--- config.mk ---
export PLATFORM = sky130hd
export DESIGN_NAME = piso_tx
export DESIGN_NICKNAME = d
export VERILOG_FILES = /design/src/rtl/piso_pkg.sv /design/src/rtl/piso_tx_bit_counter.sv /design/src/rtl/piso_tx.sv
export SDC_FILE = /design/constraint.sdc
export NUM_CORES = 1
export LEC_CHECK = 0
export BUFFER_PORTS_ARGS = -buffer_cell sky130_fd_sc_hd__buf_2
export CORE_UTILIZATION = 47
export CTS_BUF_LIST = sky130_fd_sc_hd__clkbuf_4
export DETAILED_ROUTE_END_ITERATION = 16
export GPL_TIMING_DRIVEN = 1
export PLACE_DENSITY = 0.68
export RECOVER_POWER = 50
export SETUP_SLACK_MARGIN = 0.05
export SLEW_MARGIN = 30
export SYNTH_ARGS = -nofsm -noshare
export SYNTH_HDL_FRONTEND = slang
export SYNTH_SLANG_ARGS = --single-unit
export TNS_END_PERCENT = 1
--- constraint.sdc ---
create_clock -name clk -period 1.75 [get_ports clk]
set_input_delay 0.35 -clock clk [delete_from_list [all_inputs] [get_ports clk]]
set_output_delay 0.35 -clock clk [all_outputs]
set_load 0.01 [all_outputs]
--- src/rtl/piso_pkg.sv ---
// Shared types and constants for the parallel-in / serial-out transmitter.
package piso_pkg;

    typedef enum logic {
        IDLE  = 1'b0,
        SHIFT = 1'b1
    } piso_state_e;

    localparam int PISO_DEFAULT_WIDTH = 8;

endpackage

--- src/rtl/piso_tx_bit_counter.sv ---
// Down-counter of bits remaining in the current word.
// A load takes priority over a decrement, and the count saturates at zero.
module bit_counter #(
    parameter int CW = 3
) (
    input  logic          clk,
    input  logic          reset,
    input  logic          load,
    input  logic [CW-1:0] load_val,
    input  logic          dec,
    output logic          zero
);

    logic [CW-1:0] cnt_q;
    logic [CW-1:0] cnt_d;

    // Next count: reload, saturating decrement, or hold.
    always_comb begin
        cnt_d = cnt_q;
        if (load) begin
            cnt_d = load_val;
        end else if (dec && (cnt_q != '0)) begin
            cnt_d = cnt_q - 1'b1;
        end
    end

    // Count register with synchronous clear.
    always_ff @(posedge clk) begin
        if (reset) begin
            cnt_q <= '0;
        end else begin
            cnt_q <= cnt_d;
        end
    end

    assign zero = (cnt_q == '0);

endmodule

--- src/rtl/piso_tx.sv ---
// Parallel-in / serial-out transmitter with a load handshake.
// A word is presented one bit at a time on sdo and advances only when the
// consumer asserts shift_en. A new word can be accepted at the same edge
// that consumes the last bit of the current word, so back-to-back words
// stream without a gap.
module piso_tx
    import piso_pkg::*;
#(
    parameter int WIDTH     = PISO_DEFAULT_WIDTH,
    parameter int MSB_FIRST = 1
) (
    input  logic             clk,
    input  logic             reset,
    input  logic             load_valid,
    input  logic [WIDTH-1:0] load_data,
    output logic             load_ready,
    input  logic             shift_en,
    output logic             sdo,
    output logic             sdo_valid,
    output logic             done
);

    localparam int CW = $clog2(WIDTH);

    piso_state_e      state_q;
    piso_state_e      state_d;
    logic [WIDTH-1:0] sreg_q;
    logic [WIDTH-1:0] sreg_d;
    logic             done_q;
    logic             done_d;

    logic             cnt_load;
    logic             cnt_dec;
    logic             cnt_zero;
    logic             last_bit;
    logic             accept;

    bit_counter #(
        .CW (CW)
    ) u_bit_counter (
        .clk      (clk),
        .reset    (reset),
        .load     (cnt_load),
        .load_val (CW'(WIDTH - 1)),
        .dec      (cnt_dec),
        .zero     (cnt_zero)
    );

    // Next-state, handshake and serial-output logic.
    always_comb begin
        state_d  = state_q;
        sreg_d   = sreg_q;
        done_d   = 1'b0;
        cnt_load = 1'b0;
        cnt_dec  = 1'b0;

        // The edge that takes the final bit frees the register for a new word.
        last_bit   = (state_q == SHIFT) && cnt_zero && shift_en;
        load_ready = (state_q == IDLE) || last_bit;
        accept     = load_valid && load_ready;

        if ((state_q == SHIFT) && shift_en) begin
            if (MSB_FIRST != 0) begin
                sreg_d = sreg_q << 1;
            end else begin
                sreg_d = sreg_q >> 1;
            end
            if (cnt_zero) begin
                state_d = IDLE;
                done_d  = 1'b1;
            end else begin
                cnt_dec = 1'b1;
            end
        end

        // A fresh load overrides the shift and any return to IDLE.
        if (accept) begin
            sreg_d   = load_data;
            state_d  = SHIFT;
            cnt_load = 1'b1;
        end

        sdo_valid = (state_q == SHIFT);
        if (state_q == SHIFT) begin
            sdo = (MSB_FIRST != 0) ? sreg_q[WIDTH-1] : sreg_q[0];
        end else begin
            sdo = 1'b0;
        end
    end

    // State, shift register and done pulse.
    always_ff @(posedge clk) begin
        if (reset) begin
            state_q <= IDLE;
            sreg_q  <= '0;
            done_q  <= 1'b0;
        end else begin
            state_q <= state_d;
            sreg_q  <= sreg_d;
            done_q  <= done_d;
        end
    end

    assign done = done_q;

endmodule

; Word-level counts from Yosys, hierarchy flattened
; Index checks and enable logic that the tools add are counted.
[word_totals]
output_inout_bits = 4
word_cells = 32
regBits = 13
input_bits = 12
[classes]
addsub = 1
bitwise_logic = 2
mux = 12
n_reduce_logical = 13
[ops]
columns = op, n
row1 = two-way mux 8 bit, 2
row2 = two-way mux 1 bit, 8
row3 = two-way mux 3 bit, 2
row4 = nonzero test 2 bit, 3
row5 = logical AND 1 bit, 5
row6 = logical NOT 3 bit, 1
row7 = nonzero test 3 bit, 1
row8 = "subtractor 3 x 1 -> 3 bit, second input constant", 1
row9 = inverter 1 bit, 2
row10 = AND reduction 2 bit, 1
row11 = OR reduction 2 bit, 1
row12 = logical OR 1 bit, 1

; Logic depth before layout (Yosys ltp)
; Gate-level depths: netlist of run 1.
[depth]
ltp_word = 7
mapped_depth = 6

; Hierarchy
; Synthesis of run 1 repeated with hierarchy kept, for this count alone.
[hier_totals]
hier_cells = 70
hier_area_um2 = 660.6
[modules_own_cells]
columns = mod, seq_area_each_um2, area_each_um2, cells_per_inst, instances
row1 = piso_tx, 200.2, 478.0, 49, 1
row2 = bit_counter, 60.1, 182.7, 21, 1

; Least setup slack after synthesis of run 1
; No wires, ideal clock.
[synth_timing]
path_type = reg2reg
from = reg u_bit_counter.cnt_q[0]
to = reg sreg_q[4]
required_time_ns = 1.627
path_stages_with_launch = 7
setup_ns = 0.123
arrival_ns = 1.208
slack_ns = 0.419
n_path_buf = 1
cell_sequence = dfxtp_1 > inv_1 > ha_1 > and3b_1 > buf_6 > nor3_1 > nor4_2
[synth_between]
elab_chain_cells = 6
[synth_lines]
columns = element, line_no
row1 = start: declaration, piso_tx_bit_counter.sv:14  ; logic [CW-1:0] cnt_q;
row2 = start signal: assignment, piso_tx_bit_counter.sv:32  ; cnt_q <= cnt_d;
row3 = logical NOT 3 bit *, piso_tx_bit_counter.sv:36  ; assign zero = (cnt_q == '0);
row4 = logical AND 1 bit * (2 in series), piso_tx.sv:58  ; last_bit = (state_q == SHIFT) && cnt_zero && shift_en;
row5 = logical OR 1 bit *, piso_tx.sv:59  ; load_ready = (state_q == IDLE) || last_bit;
row6 = logical AND 1 bit *, piso_tx.sv:60  ; accept = load_valid && load_ready;
row7 = two-way mux 8 bit or nonzero test 2 bit (tied branches), n/a
row8 = end signal: assignment, piso_tx.sv:99  ; sreg_q <= sreg_d;
row9 = end: declaration, piso_tx.sv:27  ; logic [WIDTH-1:0] sreg_q;
; Every way passes the cells marked *; elsewhere a longest branch is shown, timed or not.
; A chain may end at the register's enable or synchronous reset.

; Worst setup path after layout of run 1
[layout_timing]
from = reg u_bit_counter.cnt_q[0]
to = out load_ready
[layout_between]
elab_chain_cells = 4
[layout_lines]
columns = element, line_no
row1 = logical NOT 3 bit, piso_tx_bit_counter.sv:36
row2 = logical AND 1 bit (2 in series), piso_tx.sv:58
row3 = logical OR 1 bit, piso_tx.sv:59
row4 = end: declaration, piso_tx.sv:16  ; output logic load_ready,
; Every way passes these cells.

==> metrics.md, run 1 <==
| Metric | Value |
|---|---|
| Status | `finished, final reports clean` |
| Slew Viols, Final | `0` |
| Period utilization | `92.0%` |
| # DRC | `0` |
| Clock Tree Buf Depth | `2` |
| Critical R2R Capture | `u_bit_counter.cnt_q[1]` |
| Post-Syn Nets | `95` |
| HPWL after DPL | `1050 um` |
| Setup ws final | `around 0.14 ns` |
| Layout Skew | `between 0.005 and 0.006 ns` |
| CTS tree | `built` |
| Syn Inst Count | `81` |
| Post-synth cell types | `33` |
| Synth top area cells | `dfxtp_1 35%, nor3_1 6.8%, nor4_2 6.8%` |
| IO buf count | `15` |
| Slew HR | `between 70 and 80%` |
| Origin of the critical flop-to-flop path | `u_bit_counter.cnt_q[0]` |
| Post-DP Area | `791 um^2` |
| Worst path slowest cell | `dfxtp_1` |
| Initial antenna violation count | `0` |
| Starting density of the core | `roughly 53%` |
| CORE AREA | `about 1400 um^2` |
| Grt ovf | `0` |
| FF-to-FF path depth | `6` |
| CP Class | `register to output pin` |
| Top-count cell post-synth | `dfxtp_1` |
| Design Power | `between 0.0007 and 0.0008 W` |
| Slew @ Worst Pin | `between 0.3 and 0.4 ns` |
| Max incr delay on CP | `0.34 ns` |
| Via count | `678` |
| Synthesis-to-finish area growth | `14.1%` |
| Number of flops mapped to enable cells by yosys | `0` |
| Clock transition at the registers of the reported paths | `about 0.080 ns` |
| Total of max-cap violations | `0` |
| Hold Path End | `sreg_q[0]` |
| Synth async-reset ratio | `0%` |
| Hold path depth | `2` |
| Final Setup Violations | `0` |
| Post-route design area | `around 840 um^2` |
| Vias per cell | `6.05` |
| Avg Cell Area, Syn | `approximately 9 um^2` |
| Synth Flop Type | `dfxtp_1` |
| Synth top area share | `approximately 35%` |
| Total GRT Usage | `between 10% and 20%` |
| Commonest cells in the netlist | `13 x dfxtp_1, 10 x nor3_1, 7 x a21oi_1` |
| CTS Buf Count | `3` |
| Hold Fails Final Rpt | `0` |
| CP max FO | `6` |
| Global-route wire length before repair | `between 2000 and 3000 um` |
| Required time worst endpoint | `1.40 ns` |
| Crit end category | `output pin` |
| Area of the die | `roughly 1700 um^2` |
| Cell taking the most area after synthesis | `dfxtp_1` |
| Hold_sp | `load_data[0]` |
| Leakage | `approximately 0.35 nW` |
| Filler Cells Inserted | `119` |
| Overall die width | `41.6 um` |
| Pre-CTS WS | `between 0.3 and 0.4 ns` |
| Arr. time, crit path | `~1.3 ns` |
| Power Dens Cells | `between 800 and 900 nW/um^2` |
| Yosys warnings | `0` |
| Routed WL per cell | `13.7 um` |
| FF+latch count, synth | `13` |
| WP buf/inv | `2` |
| Vias in the first global route | `approximately 570` |
| Register area share after synthesis | `around 35%` |
| Ratio of cells with drive above 1 in the final layout | `36.1%` |
| RSZ-0062 raised after global routing | `no` |
| Crit path max-delay family | `flip-flops` |
| Largest net degree at the start of global routing | `12` |
| Fmax achieved | `between 600 and 700 MHz` |
| Minimum clock period after layout | `around 1.6 ns` |
| Setup TNS | `0 ns` |
| Flop-to-flop setup slack | `roughly 0.37 ns` |
| Fin nets | `~110` |
| Top Ports | `16` |
| Sink Count | `13` |
| Worst path cell trace | `inv_2, ha_4, nand2b_2, o21ai_2, buf_2` |
| Worst hold-check path type | `input port to register` |
| Routed Wire Length | `1540 um` |
| Root Driver | `clkbuf_4` |
| Peak supply drop | `between 0.0005 and 0.0006 V` |
| Row count | `13` |
| Critical path startpoint category | `register` |
| Die Y-Extent | `about 42 um` |
| 1st-pass router iterations | `4` |
| Clk Latency, worst-skew pair | `approximately 0.28 ns` |
| Synthesized area | `736 um^2` |
| Placer Congestion | `about 0.77` |
| Diode count | `0` |
| Initial drt markers | `22` |
| Final ANT Viol Nets | `0` |
| Hold slack | `approximately 0.32 ns` |
| H-tree lvl count | `1` |
worst max path at each step:
stage	start	to	slack [ns]	cells after the start
after global routing	u_bit_counter.cnt_q[0]	load_ready	0.06	5
after detailed placement	u_bit_counter.cnt_q[0]	load_ready	0.30	5
final	u_bit_counter.cnt_q[0]	load_ready	0.14	5
after CTS	u_bit_counter.cnt_q[0]	load_ready	0.06	5
after floorplan	u_bit_counter.cnt_q[0]	sreg_q[4]	0.42	6
after global placement	u_bit_counter.cnt_q[0]	load_ready	0.35	5
placed cells by master, fill, tap and decap left out, types with 2 or more instances in the layout:
master and instances:
a211oi_1 2, a21oi_1 7, buf_2 14, buf_4 2
clkbuf_4 4, dfxtp_1 13, inv_1 4, inv_2 2
nand2_1 2, nand4b_1 2, nor2_1 3, nor3_1 10
nor4_2 4, o21ai_0 5
layout make-up:
type / instances / area (um^2) / area share, %
repair buffers: 17 / 88.8 / 10.6
inverters: 6 / 22.5 / 2.68
well taps: 15 / 18.8 / 2.24
multi-input cells: 57 / 419 / 49.9
flip-flops and latches: 13 / 260 / 31.0
clock buffers: 4 / 30.0 / 3.58
sequential cells by signal, indices dropped and copies added (netlist names):
name,flops
sdo_valid,1
done,1
sreg_q,8
u_bit_counter.cnt_q,3
logic make-up (layout without fill, tap and decap cells):
group                    count (synthesis)  in the layout  synth area share [%]
multiplexers                             2              2                  3.06
AO/OA/AOI/OAI                           20             20                  17.3
buffers and inverters                   11             27                  9.35
flip-flops                              13             13                  35.4
AND/OR/NAND/NOR                         33             33                  31.5
adder cells (fa/ha/maj)                  2              2                  3.40
power breakdown:
group	leakage, nW	internal [W]	switching [W]
registers	0.108	0.000325	0.0000215
logic	0.224	0.0000807	0.0000952
clock network	0.0184	0.000104	0.000101
total	0.350	0.000510	0.000218
metal layers:
layer,GRT usage [%],part of all wire (%)
met5,0,0
met4,7.74,1.1
met3,7.83,8.4
met2,25.6,44
met1,28.0,47
what timing repair did:
item / in CTS / in global routing
resized for setup: 1 / 3
pin swaps: 1 / 0
buffers inserted: 1 / 0
hold buffers: 0 / 0
cloned: 0 / 0
setup endpoints to repair: 1 / 1
metrics by stage:
stage               utilization [%]  cells
floorplan                         -     81
global placement               57.2    107
detailed placement             57.2    107
CTS                            60.1    112
global route                   60.7    112
finish                         60.7    112
Power figures use the tool's default switching activity.
==> run 2, diff against run 1 <==
Settings changed: CTS_BUF_LIST sky130_fd_sc_hd__clkbuf_4 to sky130_fd_sc_hd__clkbuf_8 sky130_fd_sc_hd__clkbuf_16.
==> metrics.md, run 2 (synthesis results as in run 1) <==
| Metric | Value |
|---|---|
| Overall die width | `around 42 um` |
| Area of the die | `between 1500 and 2000 um^2` |
| Root Driver | `clkbuf_8` |
| H-tree lvl count | `1` |
| Row count | `13` |
| Arr. time, crit path | `between 1 and 1.5 ns` |
| Ratio of cells with drive above 1 in the final layout | `between 30% and 40%` |
| Register area | `between 200 and 300 um^2` |
| CTS tree | `built` |
| Slew Viols, Final | `0` |
| Fin nets | `around 110` |
| Grt ovf | `0` |
| Starting density of the core | `53.2%` |
| Multi-input gate area | `427 um^2` |
| Critical R2R Capture | `sreg_q[5]` |
| Die Y-Extent | `41.6 um` |
| Required time worst endpoint | `roughly 1.4 ns` |
| Final ANT Viol Nets | `0` |
| Clock transition at the registers of the reported paths | `~0.05 ns` |
| RSZ-0062 raised after global routing | `no` |
| Via count | `around 670` |
| Period utilization | `a little over nine tenths` |
| Critical path startpoint category | `register` |
| Total GRT Usage | `19.5%` |
| Largest net degree at the start of global routing | `12` |
| Total of max-cap violations | `0` |
| Hold_buf cts | `0` |
| CORE AREA | `about 1400 um^2` |
| Leakage | `0.356 nW` |
| Initial antenna violation count | `0` |
| 1st-pass router iterations | `4` |
| Initial drt markers | `25` |
| Post-route design area | `approximately 850 um^2` |
| Worst Setup SP | `u_bit_counter.cnt_q[0]` |
| Origin of the critical flop-to-flop path | `u_bit_counter.cnt_q[0]` |
| IO buf count | `15` |
| # DRC | `0` |
| Power Dens Cells | `922 nW/um^2` |
| Largest regs | `sreg_q (8), u_bit_counter.cnt_q (3)` |
| Commonest non-fill, non-tap cell in the layout | `buf_2` |
| Clock Tree Buf Depth | `2` |
| Slew @ Worst Pin | `roughly 0.33 ns` |
| Diode count | `0` |
| Peak supply drop | `between 0.0006 and 0.0007 V` |
| Placer Congestion | `0.774` |
| Top Ports | `16` |
| Max reg flops | `8` |
| CP Class | `register to output pin` |
| Worst hold-check path type | `input port to register` |
| CP max FO | `6` |
| Crit end category | `output pin` |
| Setup TNS | `0 ns` |
| Placed Instances | `between 100 and 150` |
| Slew HR | `77.6%` |
| Fin cells | `about 110` |
| Commonest non-fill, non-tap cells in the layout | `14 x buf_2, 13 x dfxtp_1, 10 x nor3_1, 7 x inv_1, 7 x a21oi_1` |
| HPWL after DPL | `1050 um` |
| Design Power | `about 0.0008 W` |
| Sink Count | `13` |
| Layout Skew | `0.00231 ns` |
| Minimum clock period after layout | `about 1.6 ns` |
| Flop-to-flop setup slack | `0.38 ns` |
| CP endpoint | `load_ready` |
| Hold Fails Final Rpt | `0` |
| Fmax achieved | `between 600 and 700 MHz` |
| Clk Latency, worst-skew pair | `between 0.2 and 0.3 ns` |
| Vias in the first global route | `between 500 and 600` |
| Post-DP Area | `791 um^2` |
| Global-route wire length before repair | `2570 um` |
| Status | `finished, final reports clean` |
| Routed Wire Length | `approximately 1500 um` |
| Routed WL per cell | `between 10 and 15 um` |
| Synthesis-to-finish area growth | `16.2%` |
| Vias per cell | `roughly 6.0` |
| Hold slack | `between 0.3 and 0.4 ns` |
| Filler Cells Inserted | `about 120` |
| Final Setup Violations | `0` |
| FF-to-FF path depth | `5` |
| Top reg by flops | `sreg_q` |
| CTS Buf Count | `3` |
==> run 2: cell count changes in the layout (fill, tap and decap cells not counted), sizes merged <==
cell / previous run / this run
buf: 16 / 15
clkbuf: 5 / 4
inv: 6 / 7
==> run 2: how the worst min path moves through the flow <==
stage | slack [ns] | start | end | depth (start not counted)
floorplan | 0.49 | u_bit_counter.cnt_q[2] | u_bit_counter.cnt_q[2] | 2
global placement | 0.51 | sreg_q[6] | sreg_q[6] | 2
detailed placement | 0.51 | sreg_q[6] | sreg_q[6] | 2
CTS | 0.35 | load_data[0] | sreg_q[0] | 2
global route | 0.38 | load_data[0] | sreg_q[0] | 2
finish | 0.35 | load_data[0] | sreg_q[0] | 2
==> run 2: per-stage QoR <==
stage	utilization [%]	setup WS, ns
2_1_floorplan	-	0.419
3_3_place_gp	57.2	0.345
3_5_place_dp	57.2	0.304
4_1_cts	60.6	0.0642
5_1_grt	61.8	0.0366
6_report	61.8	0.103
==> run 2: cell type report <==
| cell class | instances | area share [%] |
|---|---|---|
| Timing Repair Buffer | 16 | 9.52 |
| Clock inverter | 1 | 0.439 |
| Tap cell | 15 | 2.20 |
| Clock buffer | 3 | 4.83 |
| Inverter | 6 | 2.64 |
| Multi-Input combinational cell | 57 | 49.9 |
| Sequential cell | 13 | 30.5 |
==> run 2: critical path: stages (launching register included) <==
cell and delay, ns:
dfxtp_1 0.32, inv_1 0.12, ha_4 0.18, nand2b_2 0.10
o21ai_4 0.17, buf_2 0.16
==> run 2: repair_timing <==
action	CTS	global route
buffers inserted	0	0
resized for setup	1	3
endpoints found under the setup margin	1	1
hold endpoints to repair	0	0
==> run 2: power breakdown <==
group	switching, W	internal, W
Sequential	0.0000203	0.000326
Combinational	0.0000966	0.0000785
Clock	0.000112	0.000155
Total	0.000229	0.000559
==> run 2: metal layers <==
layer | track usage [%] | wire length [um] | vias up
li1 | - | - | 328
met1 | 28.0 | 723 | 302
met2 | 25.6 | 641 | 34
met3 | 7.83 | 135 | 4
met4 | 7.74 | 25 | 0
met5 | 0 | 0 | -
==> run 3, diff against run 2 <==
Settings changed: ABC_AREA set to 1.
==> metrics.md, run 3 <==
| Metric | Value |
|---|---|
| Post-synth cell types | `19` |
| Routed WL per cell | `10.0 um` |
| Critical path startpoint category | `register` |
| Synth top area cells | `dfxtp_1 38%, nor2_1 9.3%, a21oi_1 8.7%` |
| Starting density of the core | `51.5%` |
| WP buf/inv | `2` |
| CORE AREA | `approximately 1300 um^2` |
| Flop-to-flop setup slack | `around 0.20 ns` |
| Worst path cell trace | `nand2_1, inv_2, nand2_2, nand2_8, buf_2` |
| Post-DP Area | `between 700 and 800 um^2` |
| CTS Buf Count | `3` |
| Setup TNS | `0 ns` |
| RSZ-0062 raised after global routing | `no` |
| Slew HR | `approximately four fifths` |
| Largest net degree at the start of global routing | `18` |
| Vias per cell | `4.87` |
| Routed Wire Length | `about 1300 um` |
| Slew @ Worst Pin | `~0.32 ns` |
| H-tree lvl count | `1` |
| Register area | `around 260 um^2` |
| Required time worst endpoint | `around 1.4 ns` |
| Hold Fails Final Rpt | `0` |
| FF+latch count, synth | `13` |
| HPWL after DPL | `884 um` |
| Diode count | `0` |
| CP endpoint | `load_ready` |
| Synth async-reset ratio | `0%` |
| # DRC | `0` |
| Final Setup Violations | `0` |
| Minimum clock period after layout | `1.64 ns` |
| Top Ports | `16` |
| Register area share after synthesis | `37.9%` |
| Sink Count | `13` |
| Placer Congestion | `between 0.6 and 0.7` |
| Initial antenna violation count | `0` |
| Via count | `between 600 and 700` |
| Commonest cells in the netlist | `17 x nor2_1, 16 x inv_1, 13 x dfxtp_1` |
| Power Dens Cells | `just over 900 nW/um^2` |
| Largest regs | `sreg_q (8), u_bit_counter.cnt_q (3)` |
| Origin of the critical flop-to-flop path | `sdo_valid` |
| Period utilization | `a little over nine tenths` |
| Critical R2R Capture | `u_bit_counter.cnt_q[2]` |
| Filler Cells Inserted | `between 100 and 150` |
| Yosys warnings | `0` |
| Area of the die | `~1600 um^2` |
| Die Y-Extent | `between 40 and 50 um` |
| Status | `finished, final reports clean` |
| Clock Tree Buf Depth | `2` |
| Cell taking the most area after synthesis | `dfxtp_1` |
| FF-to-FF path depth | `9` |
| Multi-input gate area | `approximately 340 um^2` |
| Synth top area share | `37.9%` |
| Arr. time, crit path | `approximately 1.3 ns` |
| CTS tree | `built` |
| Global-route wire length before repair | `~1900 um` |
| Worst Setup SP | `sdo_valid` |
| Root Driver | `clkbuf_8` |
| Vias in the first global route | `approximately 500` |
| Cell count along the critical path | `5` |
| Pre-CTS WS | `between 0.3 and 0.4 ns` |
| Row count | `13` |
| Post-route design area | `about 830 um^2` |
| Top reg by flops | `sreg_q` |
| Post-Syn Nets | `114` |
| IO buf count | `15` |
| Crit end category | `output pin` |
| Commonest non-fill, non-tap cells in the layout | `17 x inv_1, 17 x nor2_1, 13 x dfxtp_1, 12 x a21oi_1, 12 x buf_2` |
| 1st-pass router iterations | `4` |
| Final core occ | `between 60% and 70%` |
| Max incr delay on CP | `slightly above 0.5 ns` |
| Crit path max-delay family | `flip-flops` |
| Leakage | `0.413 nW` |
| Max reg flops | `8` |
| Total GRT Usage | `between 10% and 20%` |
| Setup ws final | `about 0.11 ns` |
| Overall die width | `40.2 um` |
| Synthesized area | `687 um^2` |
| Synth Flop Type | `dfxtp_1` |
| Slew Viols, Final | `0` |
| Number of flops mapped to enable cells by yosys | `0` |
| CP max FO | `5` |
| CP Class | `register to output pin` |
| Layout Skew | `slightly below 0.006 ns` |
| Syn Inst Count | `100` |
| Synthesis-to-finish area growth | `20.8%` |
| Fin nets | `between 100 and 150` |
| Ratio of cells with drive above 1 in the final layout | `about a fifth` |
| Clock transition at the registers of the reported paths | `about 0.06 ns` |
| Clk Latency, worst-skew pair | `roughly 0.24 ns` |
| Peak supply drop | `approximately 0.00066 V` |
| Grt ovf | `0` |
| Worst hold-check path type | `input port to register` |
| Total of max-cap violations | `0` |
| Fmax achieved | `~610 MHz` |
| Final ANT Viol Nets | `0` |
| Worst path slowest cell | `dfxtp_1` |
| Initial drt markers | `11` |
| Avg Cell Area, Syn | `between 6 and 7 um^2` |
| Top-count cell post-synth | `nor2_1` |
==> run 3: cell types whose count changed after synthesis, sizes merged, moves of 8 or more <==
cell   previous run  this run
nand3             1         9
inv               6        17
nor3             11         0
nor2              3        17
nand2             3        13
==> run 3: report_power, final <==
group          total [W]  switching [W]  internal (W)  leakage, nW
Sequential      0.000340      0.0000164      0.000324        0.108
Combinational   0.000150      0.0000877     0.0000623        0.278
Clock           0.000262       0.000107      0.000155       0.0269
Total           0.000752       0.000211      0.000541        0.413
==> run 3: what timing repair did <==
item	in CTS	in global routing
gates resized for setup	1	0
hold buffers	0	0
setup buffers	2	0
pin swaps	1	1
setup endpoints to repair	1	1
==> run 3: final cells by class <==
cell class | instances | share of cell area (%)
Inverter | 17 | 7.69
Tap cell | 15 | 2.26
Timing Repair Buffer | 19 | 12.2
Clock inverter | 1 | 0.452
Clock buffer | 3 | 4.98
Sequential cell | 13 | 31.4
Multi-Input combinational cell | 66 | 41.0
==> run 3: kinds of logic (layout without fill, tap and decap cells) <==
family | count (synthesis) | in the layout | synth area share (%)
AOI/OAI and AO/OA | 23 | 23 | 17.3
xor gates and xnor gates | 1 | 1 | 1.28
adders and majority gates | 2 | 2 | 3.64
buffers and inverters | 21 | 40 | 13.5
DFF | 13 | 13 | 37.9
and+or+nand+nor | 40 | 40 | 26.4
==> run 3: through the flow <==
step           hold WS, ns  total power, W  instances
3_3_place_gp         0.506        0.000485        128
2_1_floorplan        0.419        0.000453        100
6_report             0.336        0.000752        134
4_1_cts              0.331        0.000764        134
5_1_grt              0.325        0.000799        134
3_5_place_dp         0.510        0.000489        128
==> run 3: per-layer routing <==
layer | track usage [%] | share of wire, % | wire length [um]
met3 | 8.33 | 3.4 | 45
met2 | 32.3 | 48 | 645
met4 | 10.0 | 0.97 | 13
met1 | 19.2 | 47 | 635
met5 | 0 | 0 | 0
==> run 3: worst min-delay path by stage <==
stage          depth (start not counted)                     end  slack (ns)                   start
2_1_floorplan                          1               sdo_valid        0.42                   reset
3_3_place_gp                           2  u_bit_counter.cnt_q[1]        0.51  u_bit_counter.cnt_q[1]
3_5_place_dp                           2               sreg_q[6]        0.51               sreg_q[6]
4_1_cts                                2  u_bit_counter.cnt_q[1]        0.33                   reset
5_1_grt                                2               sdo_valid        0.33                   reset
6_report                               2  u_bit_counter.cnt_q[0]        0.34                   reset
